$ cat src/rtl/bcd_display_pkg.sv
// Shared constants and types for the multiplexed BCD seven-segment scanner.
// Segment patterns are {g,f,e,d,c,b,a}, active-low (common-anode display).
package bcd_display_pkg;

  localparam int unsigned DIGITS = 4;

  localparam logic [6:0] SEG_0     = 7'b1000000;
  localparam logic [6:0] SEG_1     = 7'b1111001;
  localparam logic [6:0] SEG_2     = 7'b0100100;
  localparam logic [6:0] SEG_3     = 7'b0110000;
  localparam logic [6:0] SEG_4     = 7'b0011001;
  localparam logic [6:0] SEG_5     = 7'b0010010;
  localparam logic [6:0] SEG_6     = 7'b0000010;
  localparam logic [6:0] SEG_7     = 7'b1111000;
  localparam logic [6:0] SEG_8     = 7'b0000000;
  localparam logic [6:0] SEG_9     = 7'b0010000;
  localparam logic [6:0] SEG_DASH  = 7'b0111111;
  localparam logic [6:0] SEG_BLANK = 7'b1111111;

  typedef enum logic [1:0] {D0, D1, D2, D3} digit_idx_t;

endpackage

$ cat src/rtl/bcd_to_seg7.sv
// Combinational BCD nibble to active-low seven-segment pattern; codes 10-15 show a dash.
module bcd_to_seg7
  import bcd_display_pkg::*;
(
  input  logic [3:0] i_bcd,
  output logic [6:0] o_seg
);

  always_comb begin
    o_seg = SEG_DASH;
    case (i_bcd)
      4'd0:    o_seg = SEG_0;
      4'd1:    o_seg = SEG_1;
      4'd2:    o_seg = SEG_2;
      4'd3:    o_seg = SEG_3;
      4'd4:    o_seg = SEG_4;
      4'd5:    o_seg = SEG_5;
      4'd6:    o_seg = SEG_6;
      4'd7:    o_seg = SEG_7;
      4'd8:    o_seg = SEG_8;
      4'd9:    o_seg = SEG_9;
      default: o_seg = SEG_DASH;
    endcase
  end

endmodule

$ cat src/rtl/bcd_display_scanner.sv
// 4-digit multiplexed seven-segment scanner with frame-synchronous double buffering.
// Optional leading-zero blanking is enabled by defining LEADING_ZERO_BLANK_EN.
module bcd_display_scanner
  import bcd_display_pkg::*;
#(
  parameter int unsigned CLK_HZ   = 100000000,
  parameter int unsigned DIGIT_HZ = 1000
)(
  input  logic        clk,
  input  logic        rst,
  input  logic [15:0] bcd_in,
  input  logic        bcd_valid,
  input  logic [3:0]  dp_in,
  output logic [6:0]  seg,
  output logic        dp,
  output logic [3:0]  an,
  output logic        frame_tick
);

  localparam int unsigned DIV   = CLK_HZ / DIGIT_HZ;
  localparam int unsigned DIV_W = (DIV < 2) ? 1 : $clog2(DIV);

  generate
    if (DIV < 2) begin : g_div_check
      $error("bcd_display_scanner: CLK_HZ/DIGIT_HZ must be at least 2");
    end
  endgenerate

  logic [DIV_W-1:0] r_div;
  digit_idx_t       r_idx;
  logic [15:0]      r_disp_bcd;
  logic [3:0]       r_disp_dp;
  logic [15:0]      r_pend_bcd;
  logic [3:0]       r_pend_dp;
  logic             r_pend_flag;
  logic [6:0]       r_seg;
  logic             r_dp;
  logic [3:0]       r_an;
  logic             r_frame_tick;

  logic             w_tick;
  logic             w_boundary;
  logic [3:0]       w_nib;
  logic [6:0]       w_seg;
  logic             w_blank;

  assign w_tick     = (r_div == DIV_W'(DIV - 1));
  assign w_boundary = w_tick && (r_idx == D3);
  assign w_nib      = r_disp_bcd[{r_idx, 2'b00} +: 4];

  bcd_to_seg7 u_dec (
    .i_bcd (w_nib),
    .o_seg (w_seg)
  );

`ifdef LEADING_ZERO_BLANK_EN
  // w_lz[i]: digit i and every higher digit are zero with no dp lit
  logic [DIGITS-1:0] w_lz;
  always_comb begin
    w_lz = '0;
    w_lz[DIGITS-1] = (r_disp_bcd[15:12] == 4'd0) && !r_disp_dp[DIGITS-1];
    for (int unsigned i = 1; i < DIGITS; i++) begin
      w_lz[DIGITS-1-i] = w_lz[DIGITS-i]
                         && (r_disp_bcd[4*(DIGITS-1-i) +: 4] == 4'd0)
                         && !r_disp_dp[DIGITS-1-i];
    end
  end
  assign w_blank = (r_idx != D0) && w_lz[r_idx];
`else
  assign w_blank = 1'b0;
`endif

  always_ff @(posedge clk or negedge rst) begin
    if (!rst) begin
      r_div        <= '0;
      r_idx        <= D0;
      r_disp_bcd   <= '0;
      r_disp_dp    <= '0;
      r_pend_bcd   <= '0;
      r_pend_dp    <= '0;
      r_pend_flag  <= 1'b0;
      r_seg        <= SEG_BLANK;
      r_dp         <= 1'b1;
      r_an         <= '1;
      r_frame_tick <= 1'b0;
    end else begin
      r_div        <= w_tick ? '0 : r_div + 1'b1;
      r_frame_tick <= w_boundary;
      if (w_tick) begin
        r_idx <= digit_idx_t'(r_idx + 2'd1);
      end

      // A strobe landing on the boundary edge bypasses the pending buffer.
      if (w_boundary && bcd_valid) begin
        r_disp_bcd  <= bcd_in;
        r_disp_dp   <= dp_in;
        r_pend_flag <= 1'b0;
      end else if (w_boundary && r_pend_flag) begin
        r_disp_bcd  <= r_pend_bcd;
        r_disp_dp   <= r_pend_dp;
        r_pend_flag <= 1'b0;
      end else if (bcd_valid) begin
        r_pend_bcd  <= bcd_in;
        r_pend_dp   <= dp_in;
        r_pend_flag <= 1'b1;
      end

      if (w_blank) begin
        r_an  <= '1;
        r_seg <= SEG_BLANK;
        r_dp  <= 1'b1;
      end else begin
        r_an        <= '1;
        r_an[r_idx] <= 1'b0;
        r_seg       <= w_seg;
        r_dp        <= ~r_disp_dp[r_idx];
      end
    end
  end

  assign seg        = r_seg;
  assign dp         = r_dp;
  assign an         = r_an;
  assign frame_tick = r_frame_tick;

endmodule

$ cat config.mk
export PLATFORM = sky130hd
export DESIGN_NAME = bcd_display_scanner
export DESIGN_NICKNAME = d
export VERILOG_FILES = /design/src/rtl/bcd_display_pkg.sv /design/src/rtl/bcd_to_seg7.sv /design/src/rtl/bcd_display_scanner.sv
export SDC_FILE = /design/constraint.sdc
export NUM_CORES = 1
export LEC_CHECK = 0
export ABC_AREA = 1
export BUFFER_PORTS_ARGS = -buffer_cell sky130_fd_sc_hd__buf_2
export CORE_UTILIZATION = 35
export DETAILED_ROUTE_END_ITERATION = 10
export HOLD_SLACK_MARGIN = 0.05
export RECOVER_POWER = 100
export REMOVE_ABC_BUFFERS = 1
export SYNTH_ARGS = -nofsm -noshare
export SYNTH_HDL_FRONTEND = slang
export SYNTH_SLANG_ARGS = --single-unit
export TNS_END_PERCENT = 10
$ cat constraint.sdc
create_clock -name clk -period 4.7 [get_ports clk]
set_clock_uncertainty 0.2 [all_clocks]
set_input_delay 0.235 -clock clk [delete_from_list [all_inputs] [get_ports clk]]
set_output_delay 0.235 -clock clk [all_outputs]
set_load 0.01 [all_outputs]
# --- Yosys cells after proc, flatten, opt, wreduce, memory -nomap -nowiden ---
# Memories as Yosys holds them, arrays and structs flattened. A register that Yosys moved wholly into a read port is not among the register bits.
# Cells that the tools add are included.
totals:
  register_bits: 66
  romBits: 112
  n_memories: 1
  output_inout_bits: 13
  input_bits: 23
  word_cells: 42
mem_list:
  columns: ["name", "depth", "word_bits", "read_ports", "rd_clocked_by_memory_dff", "write_ports", "line", "source"]
  rows:
  - ["(no name shown)", 16, 7, 1, 1, 0, "bcd_to_seg7.sv:11", "case (i_bcd)"]
op_classes:
  n_bitwise: 4
  reduce_logical: 8
  n_eq_ne: 2
  n_lt_le_gt_ge: 2
  add_sub_neg: 2
  n_shift: 1
  muxes: 12
ops:
  columns: ["op", "count"]
  rows:
  - ["2-to-1 mux 16 bit", 2]
  - ["adder 17 x 1 -> 17 bit, second input constant", 1]
  - ["== test 17 bit, second input constant", 1]
  - ["2-to-1 mux 17 bit", 1]
  - ["variable part select 16 x 5 -> 4 bit", 1]
  - ["2-to-1 mux 4 bit", 2]
  - ["2-to-1 mux 1 bit", 5]
  - ["logical AND 1 bit", 4]
  - ["inverter 4 bit", 1]
  - ["< comparator 2 x 3 -> 1 bit, second input constant", 1]
  - ["inverter 1 bit", 3]
  - ["AND reduction 3 bit", 1]
  - ["nonzero test 3 bit", 1]
  - ["adder 2 x 1 -> 2 bit, second input constant", 1]
  - ["binary-select mux 1 bit (select 2 bit)", 1]
  - ["demux 1 bit (select 2 bit)", 1]
  - ["== test 2 bit, second input constant", 1]
  - ["greater-or-equal comparator 2 x 1 -> 1 bit, second input constant", 1]
  - ["nonzero test 2 bit", 1]
  - ["logical NOT 1 bit", 1]

# --- Longest topological paths before layout ---
depth:
  ltp_word: 5
  depth_mapped: 10
  ltp_nobuf: 10

# --- By module ---
# From an unflattened synthesis, not the netlist that was laid out.
hier_totals:
  cells_unflattened: 476
  area_unflattened_um2: 3647.2
by_module_without_submodules:
  columns: ["module", "seq_area_each_um2", "n_inst", "area_each_um2", "cells_each"]
  rows:
  - ["bcd_display_scanner", 1841.8, 1, 3460.8, 441]
  - ["bcd_to_seg7", 0.0, 1, 186.4, 35]

# --- Worst setup path after synthesis ---
# No wires, ideal clock.
synth_timing:
  path_type: "register to register"
  startpoint: "register r_idx[0]"
  endpoint: "register r_seg[0] (netlist: seg[0])"
  path_stages_with_launch: 10
  t_arrival_ns: 1.581
  synth_period_minus_slack_ns: 1.865
  n_path_buf: 1
  t_required_ns: 4.415
  setup_slack_ns: 2.835
  setup_time_ns: 0.085
  path_cell_list: "dfrtp_1 > buf_2 > a21oi_1 > o21ai_0 > nand2_1 > inv_1 > ha_1 > or2_2 > o211ai_1 > nand2_1"
synth_between:
  elab_chain_len: 1
synth_lines:
  columns: ["item", "line", "source"]
  rows:
  - ["from (decl)", "bcd_display_scanner.sv:30", "digit_idx_t r_idx;"]
  - ["from (signal assigned)", "bcd_display_scanner.sv:90", "r_idx <= digit_idx_t'(r_idx + 2'd1);"]
  - ["variable part select 16 x 5 -> 4 bit", "bcd_display_scanner.sv:49", "assign w_nib = r_disp_bcd[{r_idx, 2'b00} +: 4];"]
  - ["to (decl)", "bcd_display_scanner.sv:36", "logic [6:0] r_seg;"]
# Every way passes these cells.
# A chain may end at the register's enable or synchronous reset.

# --- Final worst setup path ---
layout_timing:
  startpoint: "register r_div[0]"
  endpoint: "register r_pend_dp[3]"
layout_between:
  elab_chain_len: 5
  elab_cells_between_ends: 7
  cone_classes: "1 x eq/ne; 2 x bitwise; 4 x reduce/logical"
layout_lines:
  columns: ["item", "line", "source"]
  rows:
  - ["from (decl)", "bcd_display_scanner.sv:29", "logic [DIV_W-1:0] r_div;"]
  - ["from (signal assigned)", "bcd_display_scanner.sv:87", "r_div <= w_tick ? '0 : r_div + 1'b1;"]
  - ["== test 17 bit (*)", "bcd_display_scanner.sv:47", "assign w_tick = (r_div == DIV_W'(DIV - 1));"]
  - ["logical AND 1 bit (*)", "bcd_display_scanner.sv:48", "assign w_boundary = w_tick && (r_idx == D3);"]
  - ["logical AND 1 bit, on equally long branches", "bcd_display_scanner.sv:98, bcd_display_scanner.sv:94", null]
  - ["inverter 1 bit (no source line)", null, null]
  - ["AND reduction 3 bit (no source line) (*)", null, null]
  - ["to (signal assigned)", "bcd_display_scanner.sv:104", "r_pend_dp <= dp_in;"]
  - ["to (decl)", "bcd_display_scanner.sv:34", "logic [3:0] r_pend_dp;"]
# Every way passes the cells marked *; elsewhere a longest branch is shown, timed or not.

==> results.md <==
- Vias in the first global route: 2815
- DRC viols: 0
- CTS tree: yes
- Final GP Congestion: 0.816
- Row cnt: 36
- Total Power: 1.17 mW
- CP max FO: 21
- F_max: 0.306 GHz
- ANT cells: 0
- Final #Nets: 559
- Post-synthesis simple-gate area fraction: 0.317
- Hpwl dp: 5040 um
- Asr flop ratio synth: 1.00
- 1st-iter DRT viols: 173
- Max cap viols: 1
- PortBufs: 35
- Area leader, netlist: dfrtp_1
- Antenna violations before repair: 0
- Crit end category: flop
- Synth Area in XOR/XNOR: 0.0337
- EDFF count, synth: 0
- Synth cell count leaders: nand2_1 (161), nor2_1 (66), dfrtp_1 (61)
- CTS H-Tree Depth: 3
- Clock root buffer: clkbuf_8
- # Post-CTS Setup Buffers: 0
- Non-Filler Instances: 664
- Mux share of post-synthesis cell area: 0
- Initial core utilization: 0.367
- Failing checks: max-capacitance violations, max-slew violations
- Later-pin clock latency in the skew report: 0.35 ns
- Global-route usage over all layers: 0.154
- Largest net degree at the start of global routing: 44
- Tmin final: 3.27 ns
- Largest cells by area after synthesis: dfrtp_1 (42%), nand2_1 (17%), dfstp_2 (8.7%), nor2_1 (6.8%), inv_1 (6.2%)
- Maximum clock insertion buffer count: 2
- Mapped Cells: 472
- Synth-to-layout area growth: 17.4%
- Most frequent cell after synthesis: nand2_1
- Via count: 2931
- Status: finished, violations left
- Inst Count DP: 627
- Fin Setup TNS: 0 ns
- DR pass1 iterations: 4
- Maximum VDD drop: 0.120 mV
- Reg2reg path depth: 10
- Top Ports: 36
- Clk slew on worst S/H paths: 0.09 ns
- TritonCTS Buffers: 9
- Hold slack: 0.183 ns
- Chip height: 104 um
- Lkg Pwr: 2.28 nW
- Distinct cells, synth: 26
- DRT Wirelength: 7720 um
- Most used flip-flop cell after synthesis: dfrtp_1
- Sequential area share after synthesis: 0.506
- Total grt overflow: 0
- Max-slew violations: 44
- Endpoints failing setup: 0
- Pwr dens: 274 nW/um^2
- Post-synthesis compound-gate area fraction: 0.0268
- FF-to-FF setup slack: 1.43 ns
- Post-synthesis cell area: 3640 sq um
- Critical Path Source: r_div[0]
- CTS Sinks: 73
- WS Path Type: flop to flop
- Core Area: 9910 sq um
- Synth Register Bits: 73
- Die Area: 10800 sq um
- Synth warn: 0
- Fin. Hold Viols: 0
- Worst min path class: input pin to flop
- Vias/cell: 4.41
- Slew Limit Headroom: -0.506
- Slew @ Worst Pin: 2.26 ns
- Die Wd: 104 um
- Worst r2r dst: r_pend_dp[3]
- Critical Path End: r_pend_dp[3]
- Largest family of logic cells by synthesized area: simple AND/OR/NAND/NOR gates
- Mean area per synthesized cell: 7.71 sq um
- CP Data Arrival Time: 3.30 ns
- RSZ-0062 raised after global routing: false
- Critical Path RT: 4.73 ns
- Proportion of layout cells with a drive suffix above 1: 0.0960
- Adder-Cell Fraction of Synth Area: 0.0344
- Startpoint Class: flop
- Final period utilization: 0.696
- Drt wl/cell: 11.6 um
- Post-synth top area share: 0.420
- First-pass GRT wire length: 13600 um
- FF-to-FF Start: r_div[0]
- Post-route ant nets: 0
layout make-up:
cell class / count / area [sq um]
clock buffers: 10 / 128
clock inverters: 6 / 43.8
fillers: 1044 / 5640
inverters: 61 / 229
multi-input cells: 323 / 1490
flip-flops and latches: 73 / 1840
well taps: 133 / 166
repair buffers: 58 / 377
registers in the layout (all words and copies together) (netlist names):
signal,count
r_div,17
r_disp_bcd,16
r_pend_bcd,16
seg,7
an,4
r_disp_dp,4
r_pend_dp,4
r_idx,2
dp,1
frame_tick,1
r_pend_flag,1
per-stage QoR:
stage | worst slack (ns) | instance area, sq um | util
detailed placement | 2.13 | 3930 | 0.396
global placement | 2.19 | 3930 | 0.396
floorplan | 2.40 | 3570 | -
finish | 1.43 | 4270 | 0.431
global route | 1.02 | 4270 | 0.431
CTS | 2.09 | 4310 | 0.435
metal layers:
layer	GRT usage	part of all wire	vias to the layer above
met5	0	0	-
met1	0.208	0.50	1322
li1	-	-	1548
met3	0.0294	0.033	5
met4	0.0582	0.0096	0
met2	0.245	0.46	56
worst min-delay path by stage:
stage / start / to / slack [ns] / depth (start not counted)
detailed placement: rst / r_div[10] / 0.23 / 1
CTS: bcd_valid / r_pend_bcd[12] / 0.17 / 3
floorplan: rst / frame_tick / -0.26 / 0
finish: bcd_valid / r_pend_bcd[12] / 0.18 / 3
global route: bcd_valid / r_pend_bcd[12] / 0.19 / 3
global placement: rst / r_div[10] / 0.24 / 1
critical path, cell delays in order (launching register included):
cell and delay, ns:
dfrtp_1 0.40, ha_1 0.22, nand2_1 0.08, nor2_1 0.11, nand3_1 0.10, nor2_1 0.07
nand3_1 0.07, clkbuf_1 0.83, nand2_1 0.80, nand2_1 0.20, nand2_1 0.07
where the power goes:
part / internal [mW] / switching (mW) / leakage [nW] / total, mW
clock: 0.194 / 0.249 / 0.0866 / 0.443
combinational: 0.0335 / 0.0452 / 1.27 / 0.0787
sequential: 0.643 / 0.00795 / 0.922 / 0.651
total: 0.870 / 0.302 / 2.28 / 1.17
timing repair:
item | 4_1_cts | 5_1_grt
gates resized for setup | 0 | 0
hold endpoints to repair | 67 | 0
hold buffers | 21 | 0
logic make-up after synthesis:
group	count (synthesis)
AOI/OAI and AO/OA	17
xor gates and xnor gates	14
and+or+nand+nor	282
DFF	73
adders and majority gates	10
buffers and inverters	76
placed cells by master (no fill, tap or decap), types with 5 or more instances in the layout:
cell type        n
nand2_1        161
nor2_1          68
inv_1           61
dfrtp_1         61
nand3_1         39
dlygate4sd3_1   21
buf_2           21
clkbuf_1        16
xor2_1          14
dfstp_2         12
ha_1            10
clkbuf_8         9
o21ai_0          8
nand4_1          6
a21oi_1          5
nor3_1           5
(Power assumes the default switching activity.)
